==> src/rtl/clyde_sbox_layer_sched.sv <==
// Column sequencer for one shared masked dual S-box over a Clyde-128 S-box layer.
// Issues one column per randomness-enabled cycle and retires results LAT enabled cycles later.
module clyde_sbox_layer_sched #(
  parameter int d    = 4,
  parameter int NCOL = 32,
  parameter int LAT  = 2,
  parameter int IDXW = (NCOL > 1) ? $clog2(NCOL) : 1
) (
  input  logic            i_clk,
  input  logic            i_rst,
  input  logic            i_start,
  input  logic            i_inverse_in,
  output logic            o_busy,
  output logic            o_done,
  input  logic            i_rnd_valid,
  output logic            o_rnd_ready,
  output logic            o_sb_en,
  output logic            o_sb_inverse,
  output logic            o_in_valid,
  output logic [IDXW-1:0] o_in_idx,
  output logic            o_out_we,
  output logic [IDXW-1:0] o_out_idx
);

  localparam int CW = $clog2(NCOL + LAT);
  localparam logic [CW-1:0]   LAST_C   = CW'(NCOL + LAT - 1);
  localparam logic [CW-1:0]   NCOL_C   = CW'(NCOL);
  localparam logic [CW-1:0]   LAT_C    = CW'(LAT);
  localparam logic [IDXW-1:0] IDX_LAST = IDXW'(NCOL - 1);

  if (NCOL < 1 || LAT < 1 || d < 1) begin : g_bad_param
    $error("clyde_sbox_layer_sched: NCOL, LAT and d must be >= 1");
  end

  typedef enum logic [1:0] {S_IDLE, S_RUN, S_DONE} state_t;

  state_t        r_state;
  logic [CW-1:0] r_cnt;
  logic          r_inv;
  logic          r_busy;
  logic          r_done;

  logic w_en, w_issue, w_ret;

  // The whole S-box pipeline advances only when fresh randomness is present.
  assign w_en    = r_busy & i_rnd_valid;
  assign w_issue = r_busy & (r_cnt < NCOL_C);
  assign w_ret   = r_busy & (r_cnt >= LAT_C);

  always_ff @(posedge i_clk) begin
    if (i_rst) begin
      r_state <= S_IDLE;
      r_cnt   <= '0;
      r_inv   <= 1'b0;
      r_busy  <= 1'b0;
      r_done  <= 1'b0;
    end else begin
      case (r_state)
        S_IDLE: begin
          r_done <= 1'b0;
          if (i_start) begin
            r_state <= S_RUN;
            r_busy  <= 1'b1;
            r_cnt   <= '0;
            r_inv   <= i_inverse_in;
          end
        end
        S_RUN: begin
          if (i_rnd_valid) begin
            // Hold cnt on the final column so it never wraps when NCOL+LAT is a power of two.
            if (r_cnt == LAST_C) begin
              r_state <= S_DONE;
              r_busy  <= 1'b0;
              r_done  <= 1'b1;
            end else begin
              r_cnt <= r_cnt + 1'b1;
            end
          end
        end
        S_DONE: begin
          r_state <= S_IDLE;
          r_done  <= 1'b0;
        end
        default: begin
          r_state <= S_IDLE;
          r_busy  <= 1'b0;
          r_done  <= 1'b0;
        end
      endcase
    end
  end

  assign o_busy       = r_busy;
  assign o_done       = r_done;
  assign o_sb_en      = w_en;
  assign o_rnd_ready  = w_en;
  assign o_sb_inverse = r_inv;
  assign o_in_valid   = w_issue;
  assign o_in_idx     = w_issue ? IDXW'(r_cnt) : (r_busy ? IDX_LAST : '0);
  assign o_out_we     = w_en & w_ret;
  assign o_out_idx    = w_ret ? IDXW'(r_cnt - LAT_C) : '0;

endmodule

==> config.mk <==
export PLATFORM = sky130hd
export DESIGN_NAME = clyde_sbox_layer_sched
export DESIGN_NICKNAME = d
export VERILOG_FILES = /design/src/rtl/clyde_sbox_layer_sched.sv
export SDC_FILE = /design/constraint.sdc
export NUM_CORES = 1
export LEC_CHECK = 0
export CORE_UTILIZATION = 45
export DETAILED_ROUTE_END_ITERATION = 10
export GPL_ROUTABILITY_DRIVEN = 0
export PLACE_DENSITY_LB_ADDON = 0.05
export SKIP_CTS_REPAIR_TIMING = 1
export SLEW_MARGIN = 20
export SYNTH_ARGS = -nofsm -noshare
export SYNTH_HDL_FRONTEND = slang
export SYNTH_SLANG_ARGS = --single-unit
==> constraint.sdc <==
create_clock -name i_clk -period 2.01 [get_ports i_clk]
set_input_delay 0.603 -clock i_clk [delete_from_list [all_inputs] [get_ports i_clk]]
set_output_delay 0.603 -clock i_clk [all_outputs]
set_load 0.005 [all_outputs]
==> impl_metrics.py <==
metrics = {
    "floorplan": {
        "num_rows": 14,
        "die_w_um": 42.6,
        "pin_count": 22,
        "die-area_mm2": 0.00182,
        "core-area_mm2": 0.00152,
        "initial_core_util": 0.487,
        "fp.dieH_um": 42.6,
    },
    "timing": {
        "setup_violations": 1,
        "finalMaxSlewViolations": 0,
        "worst_pin_slew_ps": 325,
        "hold_viol_final": 0,
        "max_freq_mhz": 497,
        "finClkSkew_ps": 4.40,
        "timing.slew.headroom": 0.778,
        "timing.hold.ws_ps": 506,
        "period_minus_slack_ps": 2010,
        "finalWorstSetupSlack_ps": -1.37,
        "fin_crit_sh": 1.00,
        "timing.setup.tns_ps": -1.37,
        "rsz0062_at_grt": "true",
    },
    "cells_and_area": {
        "finalNetCount": 147,
        "stdcell_area_mm2": 0.00130,
        "drive_gt1_frac": 0.412,
        "diodes": 0,
        "area_growth_pct": 75.4,
    },
    "routing": {
        "wl_per_cell_um": 15.4,
        "vias": 860,
        "drt-initial-drc-count": 13,
        "drt_wl_total_mm": 2.34,
        "viasPerCell": 5.66,
        "drt-pass1-iter-count": 4,
        "drc": 0,
        "antenna_left": 0,
    },
    "critical_path": {
        "critPathCaptureType": "output port",
        "critPathLaunchType": "register",
        "cp_max_fo": 3,
        "r2r_setup_slack_ps": 190,
        "critPathKind": "reg2out",
        "crit_required_ps": 1410,
        "cp.arrival_ps": 1410,
    },
    "clock_network": {
        "cts_tree": "yes",
        "clk_latency_ps": 280,
        "max-clock-path-buffers": 2,
        "clk_pin_slew_ps": 70,
        "cts-root-buf": "clkbuf_4",
        "cts_buffers": 3,
        "cts_num_sinks": 11,
        "cts_max_level": 1,
    },
    "yosys": {
        "synth.distinct_cells": 37,
        "yosysTopAreaCell": "dfxtp_1",
        "syn_nets": 99,
        "synth_area_leaders": "dfxtp_1, ha_1, nor2_1",
        "async_flop_share": 0,
        "synth_area_per_cell_um2": 8.34,
        "synth_top_area_frac": 0.297,
        "yosysWarnings": 0,
        "syn_area_um2": 742,
        "synth_common_cells": "dfxtp_1, nor2_1, ha_1, o21a_1",
        "synth_edf_count": 0,
        "ys_ff_latch": 11,
        "seq_area_frac_synth": 0.297,
        "synth_ff_type": "dfxtp_1",
        "netlist_instances": 89,
    },
    "placement": {
        "dp_hpwl_mm": 1.38,
        "port_buffers": 21,
        "placed_cell_area_mm2": 0.00110,
        "pre_cts_ws_ps": -453,
    },
    "power": {
        "peakVddDrop_v": 0.000304,
        "leakagePower_nw": 0.697,
        "p_per_area_mw_per_mm2": 375,
    },
    "grt": {
        "track_usage": 0.233,
        "grt_first_pass_wirelength_mm": 3.23,
        "antenna_found_initial": 0,
        "grt.overflow.total": 0,
        "grt_max_degree": 13,
        "grt_pass1_vias": 732,
    },
    "run": {
        "maxCapViolCount": 0,
    },
    "worst_hold_path": {
        "worst_hold_path_type": "reg2reg",
    },
    "run_status": {
        "violations": "negative setup slack",
        "status": "finished with violations",
    },
}
## cells by family (layout without fill, tap and decap cells)
logic type,after synthesis,after routing,share of synthesized area
flip-flops,11,11,0.297
AO/OA/AOI/OAI,21,21,0.196
XOR/XNOR,2,2,0.0236
adder cells (fa/ha/maj),5,5,0.0843
multiplexers,3,3,0.0422
AND/OR/NAND/NOR,38,38,0.295
buffers and inverters,9,56,0.0624
## cell usage in the layout (no fill, tap or decap), drive strengths merged, types with 3 or more instances in the layout
cell           Yosys  layout
buf                4      29
nor2              11      11
ha                 5       5
inv                3       3
o21a               4       4
nand3              3       3
nand3b             3       3
a21oi              3       3
nor3               3       3
o21ai              5       5
dfxtp             11      11
dlymetal6s2s       0       9
nand2b             3       3
clkbuf             2       4
nor2b              3       3
clkdlybuf4s50      0      11
## power by group
| part | total, W | internal (W) | switching (W) |
|---|---|---|---|
| clock | 0.000159 | 0.0000770 | 0.0000821 |
| combinational | 0.000100 | 0.0000601 | 0.0000403 |
| sequential | 0.000228 | 0.000220 | 0.00000768 |
| total | 0.000487 | 0.000357 | 0.000130 |
## path summary, 6_finish.rpt
path / depth (start not counted) / end / from
worst min register to register: 2 / o_sb_inverse / o_sb_inverse
worst max-delay path: 6 / o_out_we / r_cnt[2]
worst max register to register: 6 / r_cnt[2] / r_cnt[1]
worst min-delay path: 2 / o_sb_inverse / o_sb_inverse
## flip-flops by register name (all words and copies together), names as in the netlist
| name | flops |
|---|---|
| o_busy | 1 |
| r_cnt | 6 |
| r_state | 2 |
| o_done | 1 |
| o_sb_inverse | 1 |
## routing by layer
layer  part of all wire  routed length, um  track usage  up-vias
met5                  0                  0            0        -
met4              0.013                 31        0.106        0
met3              0.051                120       0.0560        6
met2               0.50               1160        0.354       38
met1               0.44               1020        0.310      401
li1                   -                  -            -      415
## layout make-up
type | instances | area [um2]
well taps | 16 | 20.0
multi-input cells | 69 | 542
flip-flops and latches | 11 | 239
repair buffers | 49 | 463
inverters | 3 | 11.3
fillers | 81 | 223
clock buffers | 4 | 26.3
## critical path, stage by stage (launching register included)
cell and delay [ps]:
dfxtp_4 360, buf_6 120, nor3_4 170, nand3_4 120
buf_6 130, and2_4 120, buf_6 100
## per-stage QoR
step                 util  std cells  total power (W)
global route        0.854        152         0.000502
floorplan               -         89         0.000277
CTS                 0.741        146         0.000479
global placement    0.723        142         0.000326
detailed placement  0.723        142         0.000328
finish              0.854        152         0.000487
Power figures use the tool's default switching activity.
